## src/rtl/bp_resolve_queue_pkg.sv

```systemverilog
// Shared types for the branch-prediction resolve queue.
//   pred_src_e  : where F1's prediction came from (fall-through, BTB, RAS)
//   bp_entry_t  : one queued prediction (pc, predicted target, taken, source)
//   bp_state_e  : resolve FSM states
//   link_pc()   : return address of a call (pc + 8, past the delay slot)
//   sat_inc()   : saturating 32-bit increment for the event counters
package bp_resolve_queue_pkg;

    typedef enum logic [1:0] {
        SRC_FALL = 2'd0,
        SRC_BTB  = 2'd1,
        SRC_RAS  = 2'd2,
        SRC_RSVD = 2'd3
    } pred_src_e;

    typedef struct packed {
        logic [31:0] pc;
        logic [31:0] target;
        logic        taken;
        pred_src_e   src;
    } bp_entry_t;

    typedef enum logic [1:0] {
        ST_RUN      = 2'd0,
        ST_WAIT_DS  = 2'd1,
        ST_REDIRECT = 2'd2
    } bp_state_e;

    localparam logic [31:0] LINK_OFFSET = 32'd8;

    function automatic logic [31:0] link_pc(input logic [31:0] pc);
        return pc + LINK_OFFSET;
    endfunction

    function automatic logic [31:0] sat_inc(input logic [31:0] v);
        return (v == 32'hFFFF_FFFF) ? v : v + 32'd1;
    endfunction

endpackage

```

## src/rtl/bp_resolve_queue_if.sv

```systemverilog
// Bus bundle between fetch (F1), execute, commit and the resolve queue.
//   master : the environment (drives F1 offers, exe resolutions, ext_flush)
//   slave  : bp_resolve_queue (drives enq_ready, RAS controls, redirect,
//            mispredict counters, proto_err)
interface bp_resolve_queue_if;
    logic        f1_valid;
    logic [31:0] f1_pc;
    logic [31:0] f1_pred_target;
    logic        f1_pred_taken;
    logic [1:0]  f1_pred_src;
    logic        enq_ready;

    logic        exe_valid;
    logic [31:0] exe_pc;
    logic [31:0] exe_target;
    logic        exe_taken;
    logic        exe_is_call;
    logic        exe_is_ret;
    logic        ext_flush;

    logic        ras_push;
    logic        ras_pop;
    logic        bk_push;
    logic        bk_pop;
    logic        ras_flush;
    logic [31:0] ret_pc_push;
    logic [31:0] bk_ret_pc_push;
    logic [31:0] jrra_pc;

    logic        redirect_valid;
    logic [31:0] redirect_pc;
    logic [31:0] mispred_cnt;
    logic [31:0] ras_mispred_cnt;
    logic        proto_err;

    modport master (
        output f1_valid, f1_pc, f1_pred_target, f1_pred_taken, f1_pred_src,
        output exe_valid, exe_pc, exe_target, exe_taken, exe_is_call, exe_is_ret,
        output ext_flush,
        input  enq_ready, ras_push, ras_pop, bk_push, bk_pop, ras_flush,
        input  ret_pc_push, bk_ret_pc_push, jrra_pc,
        input  redirect_valid, redirect_pc, mispred_cnt, ras_mispred_cnt, proto_err
    );

    modport slave (
        input  f1_valid, f1_pc, f1_pred_target, f1_pred_taken, f1_pred_src,
        input  exe_valid, exe_pc, exe_target, exe_taken, exe_is_call, exe_is_ret,
        input  ext_flush,
        output enq_ready, ras_push, ras_pop, bk_push, bk_pop, ras_flush,
        output ret_pc_push, bk_ret_pc_push, jrra_pc,
        output redirect_valid, redirect_pc, mispred_cnt, ras_mispred_cnt, proto_err
    );
endinterface

```

## src/rtl/bp_resolve_queue_fifo.sv

```systemverilog
// bp_fifo: circular FIFO with synchronous clear.
//   clk      : clock
//   clr_i    : synchronous clear of pointers and count (has priority)
//   push_i   : write wdata_i at tail (ignored when full, even with pop)
//   pop_i    : advance head (ignored when empty)
//   rdata_o  : current head entry (stale while empty)
//   full_o / empty_o : occupancy flags
// Storage is not reset; only the pointers and count are.
module bp_fifo #(
    parameter int  DEPTH = 8,
    parameter type T     = logic [7:0]
) (
    input  logic clk,
    input  logic clr_i,
    input  logic push_i,
    input  logic pop_i,
    input  T     wdata_i,
    output T     rdata_o,
    output logic full_o,
    output logic empty_o
);
    localparam int AW = $clog2(DEPTH);

    T               mem_q [DEPTH];
    logic [AW-1:0]  wptr_q, wptr_d;
    logic [AW-1:0]  rptr_q, rptr_d;
    logic [AW:0]    count_q, count_d;
    logic           do_push, do_pop;

    assign full_o  = (count_q == (AW+1)'(DEPTH));
    assign empty_o = (count_q == '0);
    assign do_push = push_i && !full_o;
    assign do_pop  = pop_i && !empty_o;
    assign rdata_o = mem_q[rptr_q];

    always_comb begin
        wptr_d  = wptr_q;
        rptr_d  = rptr_q;
        count_d = count_q;
        if (clr_i) begin
            wptr_d  = '0;
            rptr_d  = '0;
            count_d = '0;
        end else begin
            if (do_push) wptr_d = wptr_q + AW'(1);
            if (do_pop)  rptr_d = rptr_q + AW'(1);
            if (do_push && !do_pop) count_d = count_q + (AW+1)'(1);
            if (do_pop && !do_push) count_d = count_q - (AW+1)'(1);
        end
    end

    always_ff @(posedge clk) begin
        wptr_q  <= wptr_d;
        rptr_q  <= rptr_d;
        count_q <= count_d;
    end

    always_ff @(posedge clk) begin
        if (do_push && !clr_i) mem_q[wptr_q] <= wdata_i;
    end
endmodule

```

## src/rtl/bp_resolve_queue.sv

```systemverilog
// bp_resolve_queue: holds F1 predictions in order and checks them against
// execute's resolutions. A mispredict waits for the delay slot to resolve,
// then issues a one-cycle fetch redirect that also flushes the queue and
// the RAS. Calls/returns resolved in RUN drive the RAS and its backup.
//   clk, resetn : clock, synchronous active-low reset
//   bus         : bp_resolve_queue_if.slave (F1, exe, flush, RAS, redirect,
//                 counters, proto_err)
//
//   state       | meaning
//   ST_RUN      | normal resolution, mispredict check on every dequeue
//   ST_WAIT_DS  | mispredict seen, waiting for the delay slot to resolve
//   ST_REDIRECT | one cycle: redirect fetch, flush queue and RAS
module bp_resolve_queue
    import bp_resolve_queue_pkg::*;
#(
    parameter int QUEUE_DEPTH = 8
) (
    input logic               clk,
    input logic               resetn,
    bp_resolve_queue_if.slave bus
);
    bp_state_e   state_q, state_d;
    logic [31:0] fix_pc_q, fix_pc_d;
    logic [31:0] mispred_q, mispred_d;
    logic [31:0] ras_mis_q, ras_mis_d;
    logic        proto_err_q, proto_err_d;

    bp_entry_t   head, wentry;
    logic        full, empty, fifo_clr, push, deq, exe_act, mispred;

    assign wentry = '{pc: bus.f1_pc, target: bus.f1_pred_target,
                      taken: bus.f1_pred_taken, src: pred_src_e'(bus.f1_pred_src)};

    bp_fifo #(.DEPTH(QUEUE_DEPTH), .T(bp_entry_t)) u_fifo (
        .clk     (clk),
        .clr_i   (fifo_clr),
        .push_i  (push),
        .pop_i   (deq),
        .wdata_i (wentry),
        .rdata_o (head),
        .full_o  (full),
        .empty_o (empty)
    );

    assign bus.mispred_cnt     = mispred_q;
    assign bus.ras_mispred_cnt = ras_mis_q;
    assign bus.proto_err       = proto_err_q;

    always_comb begin
        state_d            = state_q;
        fix_pc_d           = fix_pc_q;
        mispred_d          = mispred_q;
        ras_mis_d          = ras_mis_q;
        proto_err_d        = proto_err_q;
        fifo_clr           = !resetn;
        push               = 1'b0;
        deq                = 1'b0;
        exe_act            = 1'b0;
        mispred            = 1'b0;
        bus.enq_ready      = 1'b0;
        bus.ras_push       = 1'b0;
        bus.bk_push        = 1'b0;
        bus.ras_pop        = 1'b0;
        bus.bk_pop         = 1'b0;
        bus.ras_flush      = 1'b0;
        bus.ret_pc_push    = '0;
        bus.bk_ret_pc_push = '0;
        bus.jrra_pc        = '0;
        bus.redirect_valid = 1'b0;
        bus.redirect_pc    = '0;

        if (resetn) begin
            bus.enq_ready = !full && (state_q != ST_REDIRECT);
            push          = bus.f1_valid && bus.enq_ready && !bus.ext_flush;
            // exe data is meaningless while the queue is being flushed
            exe_act       = bus.exe_valid && !bus.ext_flush && (state_q != ST_REDIRECT);
            deq           = exe_act && !empty;
            mispred       = (head.taken != bus.exe_taken) ||
                            (head.taken && bus.exe_taken && (head.target != bus.exe_target));

            if (exe_act && (empty || (head.pc != bus.exe_pc) ||
                            (bus.exe_is_call && bus.exe_is_ret)))
                proto_err_d = 1'b1;

            if (bus.ext_flush) begin
                fifo_clr      = 1'b1;
                bus.ras_flush = 1'b1;
                state_d       = ST_RUN;
            end else begin
                case (state_q)
                    ST_RUN: begin
                        if (deq) begin
                            if (bus.exe_is_call && !bus.exe_is_ret) begin
                                bus.ras_push       = 1'b1;
                                bus.bk_push        = 1'b1;
                                bus.ret_pc_push    = link_pc(bus.exe_pc);
                                bus.bk_ret_pc_push = link_pc(bus.exe_pc);
                            end
                            if (bus.exe_is_ret && !bus.exe_is_call) begin
                                bus.ras_pop = 1'b1;
                                bus.bk_pop  = 1'b1;
                                bus.jrra_pc = bus.exe_pc;
                            end
                            if (mispred) begin
                                state_d   = ST_WAIT_DS;
                                fix_pc_d  = bus.exe_taken ? bus.exe_target : link_pc(bus.exe_pc);
                                mispred_d = sat_inc(mispred_q);
                                if (head.src == SRC_RAS) ras_mis_d = sat_inc(ras_mis_q);
                            end
                        end
                    end
                    ST_WAIT_DS: begin
                        if (deq) state_d = ST_REDIRECT;
                    end
                    ST_REDIRECT: begin
                        bus.redirect_valid = 1'b1;
                        bus.redirect_pc    = fix_pc_q;
                        bus.ras_flush      = 1'b1;
                        fifo_clr           = 1'b1;
                        state_d            = ST_RUN;
                    end
                    default: state_d = ST_RUN;
                endcase
            end
        end
    end

    always_ff @(posedge clk) begin
        if (!resetn) begin
            state_q     <= ST_RUN;
            fix_pc_q    <= '0;
            mispred_q   <= '0;
            ras_mis_q   <= '0;
            proto_err_q <= 1'b0;
        end else begin
            state_q     <= state_d;
            fix_pc_q    <= fix_pc_d;
            mispred_q   <= mispred_d;
            ras_mis_q   <= ras_mis_d;
            proto_err_q <= proto_err_d;
        end
    end
endmodule

```

## src/flat_wrapper.sv

```systemverilog
// flat-port wrapper written by rule: the top's interface ports become plain ports
module bp_resolve_queue_flat import bp_resolve_queue_pkg::*;
#(
    parameter int QUEUE_DEPTH = 8
)
  (clk, resetn, bus_f1_valid, bus_f1_pc, bus_f1_pred_target, bus_f1_pred_taken, bus_f1_pred_src, bus_exe_valid, bus_exe_pc, bus_exe_target, bus_exe_taken, bus_exe_is_call, bus_exe_is_ret, bus_ext_flush, bus_enq_ready, bus_ras_push, bus_ras_pop, bus_bk_push, bus_bk_pop, bus_ras_flush, bus_ret_pc_push, bus_bk_ret_pc_push, bus_jrra_pc, bus_redirect_valid, bus_redirect_pc, bus_mispred_cnt, bus_ras_mispred_cnt, bus_proto_err);
  bp_resolve_queue_if bus_i ();
  input logic clk;
  input logic resetn;
  input wire logic [$bits(bus_i.f1_valid)-1:0] bus_f1_valid;
  input wire logic [$bits(bus_i.f1_pc)-1:0] bus_f1_pc;
  input wire logic [$bits(bus_i.f1_pred_target)-1:0] bus_f1_pred_target;
  input wire logic [$bits(bus_i.f1_pred_taken)-1:0] bus_f1_pred_taken;
  input wire logic [$bits(bus_i.f1_pred_src)-1:0] bus_f1_pred_src;
  input wire logic [$bits(bus_i.exe_valid)-1:0] bus_exe_valid;
  input wire logic [$bits(bus_i.exe_pc)-1:0] bus_exe_pc;
  input wire logic [$bits(bus_i.exe_target)-1:0] bus_exe_target;
  input wire logic [$bits(bus_i.exe_taken)-1:0] bus_exe_taken;
  input wire logic [$bits(bus_i.exe_is_call)-1:0] bus_exe_is_call;
  input wire logic [$bits(bus_i.exe_is_ret)-1:0] bus_exe_is_ret;
  input wire logic [$bits(bus_i.ext_flush)-1:0] bus_ext_flush;
  output wire logic [$bits(bus_i.enq_ready)-1:0] bus_enq_ready;
  output wire logic [$bits(bus_i.ras_push)-1:0] bus_ras_push;
  output wire logic [$bits(bus_i.ras_pop)-1:0] bus_ras_pop;
  output wire logic [$bits(bus_i.bk_push)-1:0] bus_bk_push;
  output wire logic [$bits(bus_i.bk_pop)-1:0] bus_bk_pop;
  output wire logic [$bits(bus_i.ras_flush)-1:0] bus_ras_flush;
  output wire logic [$bits(bus_i.ret_pc_push)-1:0] bus_ret_pc_push;
  output wire logic [$bits(bus_i.bk_ret_pc_push)-1:0] bus_bk_ret_pc_push;
  output wire logic [$bits(bus_i.jrra_pc)-1:0] bus_jrra_pc;
  output wire logic [$bits(bus_i.redirect_valid)-1:0] bus_redirect_valid;
  output wire logic [$bits(bus_i.redirect_pc)-1:0] bus_redirect_pc;
  output wire logic [$bits(bus_i.mispred_cnt)-1:0] bus_mispred_cnt;
  output wire logic [$bits(bus_i.ras_mispred_cnt)-1:0] bus_ras_mispred_cnt;
  output wire logic [$bits(bus_i.proto_err)-1:0] bus_proto_err;
  assign bus_i.f1_valid = bus_f1_valid;
  assign bus_i.f1_pc = bus_f1_pc;
  assign bus_i.f1_pred_target = bus_f1_pred_target;
  assign bus_i.f1_pred_taken = bus_f1_pred_taken;
  assign bus_i.f1_pred_src = bus_f1_pred_src;
  assign bus_i.exe_valid = bus_exe_valid;
  assign bus_i.exe_pc = bus_exe_pc;
  assign bus_i.exe_target = bus_exe_target;
  assign bus_i.exe_taken = bus_exe_taken;
  assign bus_i.exe_is_call = bus_exe_is_call;
  assign bus_i.exe_is_ret = bus_exe_is_ret;
  assign bus_i.ext_flush = bus_ext_flush;
  assign bus_enq_ready = bus_i.enq_ready;
  assign bus_ras_push = bus_i.ras_push;
  assign bus_ras_pop = bus_i.ras_pop;
  assign bus_bk_push = bus_i.bk_push;
  assign bus_bk_pop = bus_i.bk_pop;
  assign bus_ras_flush = bus_i.ras_flush;
  assign bus_ret_pc_push = bus_i.ret_pc_push;
  assign bus_bk_ret_pc_push = bus_i.bk_ret_pc_push;
  assign bus_jrra_pc = bus_i.jrra_pc;
  assign bus_redirect_valid = bus_i.redirect_valid;
  assign bus_redirect_pc = bus_i.redirect_pc;
  assign bus_mispred_cnt = bus_i.mispred_cnt;
  assign bus_ras_mispred_cnt = bus_i.ras_mispred_cnt;
  assign bus_proto_err = bus_i.proto_err;
  bp_resolve_queue #(.QUEUE_DEPTH(QUEUE_DEPTH)) u_core (.clk(clk), .resetn(resetn), .bus(bus_i));
endmodule
```

## config.mk

```make
export PLATFORM = sky130hd
export DESIGN_NAME = bp_resolve_queue_flat
export DESIGN_NICKNAME = d
export VERILOG_FILES = /design/src/rtl/bp_resolve_queue_pkg.sv /design/src/rtl/bp_resolve_queue_if.sv /design/src/rtl/bp_resolve_queue_fifo.sv /design/src/rtl/bp_resolve_queue.sv /design/src/flat_wrapper.sv
export SDC_FILE = /design/constraint.sdc
export NUM_CORES = 1
export LEC_CHECK = 0
export ABC_CLOCK_PERIOD_IN_PS = 7100
export BUFFER_PORTS_ARGS = -buffer_cell sky130_fd_sc_hd__buf_2
export CAP_MARGIN = 10
export CORE_ASPECT_RATIO = 1.2
export CORE_MARGIN = 2
export CORE_UTILIZATION = 40
export CTS_CLUSTER_DIAMETER = 50
export DETAILED_ROUTE_END_ITERATION = 7
export PLACE_DENSITY = 0.64
export SLEW_MARGIN = 20
export SYNTH_ARGS = -nofsm -noshare
export SYNTH_HDL_FRONTEND = slang
export SYNTH_SLANG_ARGS = --single-unit
```

## constraint.sdc

```tcl
create_clock -name clk -period 7.1 [get_ports clk]
set_input_delay 0.71 -clock clk [delete_from_list [all_inputs] [get_ports clk]]
set_output_delay 0.71 -clock clk [all_outputs]
set_load 0.02 [all_outputs]
```

==> results of run 1 <==
-- layout make-up --
class | instances | area (sq um) | share of cell area
sequential | 648 | 18350 | 0.5664
multi-input combinational | 995 | 8531 | 0.2633
timing repair buffer | 372 | 1959 | 0.06049
clock buffer | 82 | 1795 | 0.05543
tap | 909 | 1137 | 0.03511
clock inverter | 38 | 543.0 | 0.01676
inverter | 15 | 56.30 | 0.001738
antenna | 9 | 22.52 | 0.0006952
-- stage by stage --
step,total power [mW],util,instance area (sq um)
after detailed placement,4.472,0.4388,30030
after global placement,4.464,0.4388,30030
after global routing,8.356,0.4730,32370
after CTS,8.201,0.4729,32370
after floorplan,4.316,-,27650
final,8.138,0.4733,32390
-- sequential cells by signal (all words and copies together) (netlist names), named ones only --
| register | flops |
|---|---|
| u_core.bus.proto_err | 1 |
| u_core.bus.mispred_cnt | 32 |
| u_core.u_fifo.rptr_q | 3 |
| u_core.fix_pc_q | 32 |
| u_core.state_q | 2 |
| u_core.u_fifo.count_q | 4 |
| u_core.bus.ras_mispred_cnt | 32 |
| u_core.u_fifo.mem_q | 536 |
| u_core.u_fifo.wptr_q | 3 |
-- critical path: stages, from the launching register on --
cell and delay (ps):
dfxtp_1 340, nor2b_1 150, nor2_1 280, nand3b_1 350, nor2_1 500, nand4b_1 410
buf_4 380, nor2_1 520, buf_2 280
-- power by group through the flow --
stage | Clock, mW | Sequential (mW) | Combinational [mW]
3_3_place_gp | 0 | 4.21 | 0.256
5_1_grt | 3.95 | 4.13 | 0.282
2_1_floorplan | 0 | 4.21 | 0.103
4_1_cts | 3.81 | 4.13 | 0.264
6_report | 3.75 | 4.13 | 0.263
3_5_place_dp | 0 | 4.21 | 0.263
-- Yosys cell counts (2+ instances only) --
cell type and number:
nand2b_1 29, mux4_2 131, mux2i_1 84, a21o_1 2
xnor2_1 71, o21ai_1 8, o21ai_0 29, a32oi_1 4
or3_1 9, xor2_1 27, o41ai_1 7, clkbuf_1 55
buf_4 48, dfxtp_1 112, and4_1 8, a211oi_1 5
and2_1 74, nand2_1 131, buf_1 8, inv_1 15
nand3b_1 2, edfxtp_1 536, o31ai_1 32, ha_1 9
nand4_1 21, nor4_1 19, nand3_1 50, o31a_1 2
nor2_1 78, buf_6 11, and3_1 24, o311ai_1 6
buf_2 14, or4_1 32, a21oi_1 72, nor3_1 12
-- cells by family after synthesis --
group | after synthesis | share of synthesized area
flops | 648 | 0.6632
simple gates | 496 | 0.09344
mux | 216 | 0.1375
compound gates | 175 | 0.03937
buf+inv | 151 | 0.03064
xor+xnor | 98 | 0.03104
fa+ha+maj | 10 | 0.004797
-- worst min-delay path by stage --
stage,startpoint,cells after the start,to
after floorplan,u_core.fix_pc_q[10],2,u_core.fix_pc_q[10]
after global placement,u_core.fix_pc_q[9],2,u_core.fix_pc_q[9]
after detailed placement,u_core.fix_pc_q[9],2,u_core.fix_pc_q[9]
after CTS,bus_f1_pred_target[27],1,u_core.u_fifo.mem_q[0][30]
after global routing,bus_f1_pc[15],1,u_core.u_fifo.mem_q[0][50]
final,bus_f1_pred_target[27],1,u_core.u_fifo.mem_q[0][30]
-- per-layer routing --
layer / vias to the layer above / wire length [microns] / track usage
li1: 7535 / - / -
met2: 739 / 38500 / 0.3627
met3: 111 / 6257 / 0.04954
met1: 8690 / 31830 / 0.2830
met5: - / 156 / 0
met4: 22 / 1942 / 0.06841
==> results by group, run 1 <==
Route
  • Routed vias/inst: 5.573
  • DRC: 0
  • Pre-antenna DRT Iters: 8
  • Avg WL per Cell: 25.65 microns
  • Final WL: 78.69 mm
  • DR vias: 17100
  • Initial DRC count: 1552
  • Remaining antenna violation count: 0

Pwr
  • Int Pwr: 6.461 mW
  • Switch Pwr: 1.676 mW
  • Peak VDD IR: 0.1377 mV
  • Leakage Power: 10.89 nW
  • Clock power share: 0.460
  • Sw Share: 0.2060
  • Pwr dens: 251.2 nW/um^2
  • Sequential Power Share: 0.507
  • Comb pwr share: 0.032

Synthesis
  • FF+latch count, synth: 648
  • Main flop type after synthesis: edfxtp_1
  • Unique masters post-synth: 53
  • Sequential element share of the synthesized area: 0.6632
  • Post-Synthesis Cells: 1794
  • Area contributors post-synth: edfxtp_1, mux4_2, dfxtp_1
  • Synth area leader: edfxtp_1
  • Syn Area/Cell: 15.41 sq um
  • Synth top area share: 0.5821
  • Net Count, Synth: 1943
  • Cell Area, Synth: 27650 sq um
  • Yosys warns: 0
  • Post-synth ARST share: 0
  • Number of flops mapped to enable cells by yosys: 536

Worst setup path
  • CP Data Required Time: 6390 ps
  • Crit end category: output port
  • Arr. time, crit path: 3840 ps
  • CP Class: register to output port
  • End of the critical path: bus_bk_ret_pc_push[13]
  • Terminus of the critical flop-to-flop path: u_core.bus.ras_mispred_cnt[19]
  • FF-to-FF setup slack: 2670 ps
  • CP Launch Type: register
  • Worst r2r path cells: 10
  • CP Launch Point: u_core.state_q[1]
  • CP max FO: 24

STA
  • Setup TNS: 0 ps
  • Final setup vio count: 0
  • Max_slew headroom: 0.3028
  • Setup WS post-layout: 2551 ps
  • Worst Tran Pin Value: 1043 ps
  • RSZ-0062 raised after global routing: no
  • Layout Skew: 24.78 ps
  • Fmax: 219.9 MHz
  • Pins Over Slew Limit: 0
  • Final Hold Vio Count: 0
  • Tcrit/Tclk final: 0.6406
  • Final min period: 4549 ps
  • Hold slack: 352.4 ps

Clock tree
  • Root Buffer: clkbuf_16
  • Clock Sinks: 648
  • Resized Gates After CTS: 0
  • Clk pin slew, worst setup/hold paths: 60 ps
  • Clock buffer depth: 3
  • Clock Latency Late Sink: 620 ps
  • TritonCTS clock tree: yes
  • Post-CTS setup buffer count: 0
  • Number of buffers created by CTS: 68
  • CTS Hold Bufs: 0
  • H-Tree Depth: 3

Finish
  • Finished Layout Cells: 3068
  • Most frequent cells in the layout: edfxtp_1, buf_2, nand2_1, mux4_2, dfxtp_1
  • Total Nets Final: 2249
  • Filler cell count: 5853
  • Area growth syn-to-layout: 17.15%
  • Share of post-route cells with drive strength above 1: 0.2898
  • Most common cell after layout, fill and taps aside: edfxtp_1

GRT
  • Aggregate global routing overflow: 0
  • Antenna violations before repair: 20
  • Vias in the first global route: 16770
  • Largest net degree at the start of global routing: 126
  • First-pass GRT wire length: 113.2 mm
  • Total global-route track usage: 0.2177

Floorplan
  • FP Rows: 105
  • I/O Pins: 339
  • CORE AREA: 68450 sq um
  • Starting density of the core: 0.4040
  • Die width: 244.0 microns
  • Die area: 71250 sq um
  • Die Y: 292.0 microns

Outcome
  • Status: finished, final reports clean

Place
  • IO buf count: 338
  • Pre-CTS WS: 2705 ps
  • Dpl hpwl: 53.27 mm
  • Gpl congestion: 0.8661
  • Placed cell count: 2939

Job
  • Maximum Capacitance Violations: 0

Hold path
  • Worst Hold Class: input port to register
Power figures use the tool's default switching activity.
==> inputs of run 2 (changes only) <==
--- a/config.mk
+++ b/config.mk
@@ -5,7 +5,7 @@
 export SDC_FILE = /design/constraint.sdc
 export NUM_CORES = 1
 export LEC_CHECK = 0
-export ABC_CLOCK_PERIOD_IN_PS = 7100
+export ABC_CLOCK_PERIOD_IN_PS = 4700
 export BUFFER_PORTS_ARGS = -buffer_cell sky130_fd_sc_hd__buf_2
 export CAP_MARGIN = 10
 export CORE_ASPECT_RATIO = 1.2
@@ -13,7 +13,7 @@
 export CORE_UTILIZATION = 40
 export CTS_CLUSTER_DIAMETER = 50
 export DETAILED_ROUTE_END_ITERATION = 7
-export PLACE_DENSITY = 0.64
+export PLACE_DENSITY = 0.61
 export SLEW_MARGIN = 20
 export SYNTH_ARGS = -nofsm -noshare
 export SYNTH_HDL_FRONTEND = slang
==> constraint.sdc (replaced) <==
create_clock -name clk -period 4.7 [get_ports clk]
set_input_delay 0.47 -clock clk [delete_from_list [all_inputs] [get_ports clk]]
set_output_delay 0.47 -clock clk [all_outputs]
set_load 0.02 [all_outputs]
==> results by group, run 2 (same netlist as run 1, synthesis figures left out) <==
GRT
  • Aggregate global routing overflow: 0 (unchanged)
  • Total global-route track usage: 0.2241 (was 0.2177)
  • First-pass GRT wire length: 116.4 mm (was 113.2 mm)
  • Largest net degree at the start of global routing: 74 (was 126)
  • Vias in the first global route: 16920 (was 16770)
  • Antenna violations before repair: 18 (was 20)

Clock tree
  • Root Buffer: clkbuf_16 (unchanged)
  • Post-CTS setup buffer count: 0 (unchanged)
  • Clock Latency Late Sink: 610 ps (was 620 ps)
  • Clock buffer depth: 3 (unchanged)
  • TritonCTS clock tree: yes (unchanged)
  • Clk pin slew, worst setup/hold paths: 60 ps (about the same)
  • H-Tree Depth: 3 (unchanged)
  • Number of buffers created by CTS: 68 (unchanged)
  • Clock Sinks: 648 (unchanged)
  • CTS Hold Bufs: 0 (unchanged)
  • Resized Gates After CTS: 0 (unchanged)

Route
  • Remaining antenna violation count: 0 (unchanged)
  • Final WL: 80.43 mm (was 78.69 mm)
  • Initial DRC count: 1545 (was 1552)
  • DR vias: 17270 (was 17100)
  • DRC: 0 (unchanged)
  • Pre-antenna DRT Iters: 6 (was 8)
  • Avg WL per Cell: 26.17 microns (was 25.65 microns)
  • Routed vias/inst: 5.617 (was 5.573)

Pwr
  • Peak VDD IR: 0.2410 mV (was 0.1377 mV)
  • Leakage Power: 10.89 nW (about the same)
  • Pwr dens: 367.5 nW/um^2 (was 251.2 nW/um^2)

Floorplan
  • Die width: 244.0 microns (unchanged)
  • I/O Pins: 339 (unchanged)
  • Starting density of the core: 0.4040 (unchanged)
  • FP Rows: 105 (unchanged)
  • CORE AREA: 68450 sq um (unchanged)
  • Die area: 71250 sq um (unchanged)
  • Die Y: 292.0 microns (unchanged)

STA
  • Pins Over Slew Limit: 0 (unchanged)
  • Final setup vio count: 0 (unchanged)
  • Tcrit/Tclk final: 0.8437
  • Final Hold Vio Count: 0 (unchanged)
  • Max_slew headroom: 0.3351 (was 0.3028)
  • Layout Skew: 27.59 ps (was 24.78 ps)
  • Worst Tran Pin Value: 997.4 ps (was 1043 ps)
  • RSZ-0062 raised after global routing: no (unchanged)
  • Setup TNS: 0 ps (unchanged)
  • Setup WS post-layout: 734.5 ps (was 2551 ps)
  • Fmax: 252.2 MHz
  • Hold slack: 133.6 ps (was 352.4 ps)
  • Final min period: 3966 ps

Job
  • Maximum Capacitance Violations: 0 (unchanged)

Outcome
  • Status: finished, final reports clean (unchanged)

Place
  • Gpl congestion: 0.9323 (was 0.8661)
  • Dpl hpwl: 54.96 mm (was 53.27 mm)
  • IO buf count: 338 (unchanged)
  • Pre-CTS WS: 698.9 ps (was 2705 ps)

Hold path
  • Hold path start: bus_f1_pred_target[16] (was bus_f1_pred_target[27])
  • Worst Hold Class: input port to register (unchanged)

Finish
  • Most common cell after layout, fill and taps aside: edfxtp_1 (unchanged)
  • Biggest register: u_core.u_fifo.mem_q (unchanged)
  • Total Nets Final: 2258 (was 2249)
  • Number of flip-flops in the largest register: 536 (unchanged)
  • Area growth syn-to-layout: 17.45% (was 17.15%)
  • Share of post-route cells with drive strength above 1: 0.2903 (was 0.2898)
  • Most frequent cells in the layout: edfxtp_1, buf_2, nand2_1, mux4_2, dfxtp_1 (unchanged)

Worst setup path
  • Crit end category: register (was output port)
  • CP Class: register to register (was register to output port)
  • CP max FO: 44 (was 24)
  • FF-to-FF setup slack: 730 ps (was 2670 ps)
  • CP Launch Type: register (unchanged)
  • Arr. time, crit path: 4440 ps (was 3840 ps)
  • CP Data Required Time: 5170 ps (was 6390 ps)
## run 2: cell count changes in the layout (fill, tap and decap cells not counted), moves of 2 or more
| cell | delta |
|---|---|
| nor3_2 | -2 |
| inv_6 | -3 |
| nor3_4 | +2 |
| buf_12 | +13 |
| bufinv_16 | -7 |
| buf_4 | -4 |
| diode_2 | -4 |
| clkbuf_16 | +2 |
| clkinv_1 | +7 |
| clkinv_2 | +3 |
## run 2: layout make-up
cell class                      count  area, sq um
Antenna cell                        5        12.51
Clock buffer                       82         1828
Clock inverter                     39        359.1
Fill cell                        5903        35970
Inverter                           15        56.30
Multi-Input combinational cell    995         8543
Sequential cell                   648        18350
Tap cell                          909         1137
Timing Repair Buffer              381         2190
## run 2: where the power goes
part	leakage [nW]	switching (mW)	total (mW)	internal, mW
clock network	1.06	2.23	5.30	3.07
logic	4.10	0.274	0.399	0.125
registers	5.73	0.00725	6.24	6.23
total	10.9	2.51	11.9	9.42
## run 2: path summary, 6_finish.rpt
path | end | cells after the start
min reg2reg | u_core.fix_pc_q[8] | 2
min | u_core.u_fifo.mem_q[6][19] | 1
max | u_core.bus.mispred_cnt[28] | 10
max reg2reg | u_core.bus.mispred_cnt[28] | 10
## run 2: layer usage
metal,vias up,GRT usage,routed length [microns]
met1,8834,0.2933,32270
met3,124,0.04724,6365
met5,-,0,101
li1,7551,-,-
met4,16,0.06886,1909
met2,741,0.3747,39790
## run 2: through the flow
stage | utilization | cell area, sq um | std cells | power, mW
floorplan | - | 27660 | 1794 | 6.519
global placement | 0.4423 | 30270 | 2948 | 6.749
detailed placement | 0.4423 | 30270 | 2948 | 6.759
CTS | 0.4743 | 32460 | 3069 | 12.04
global route | 0.4743 | 32470 | 3071 | 12.28
finish | 0.4745 | 32470 | 3074 | 11.93
## run 2: critical path, stage by stage (launching register included)
cell and delay, ps:
dfxtp_4 570, buf_4 360, buf_4 350, mux4_2 350, mux2i_1 310, xnor2_1 110, nor4_1 240, nand4_1 300
o31a_2 740, a31o_2 340, o311a_1 110
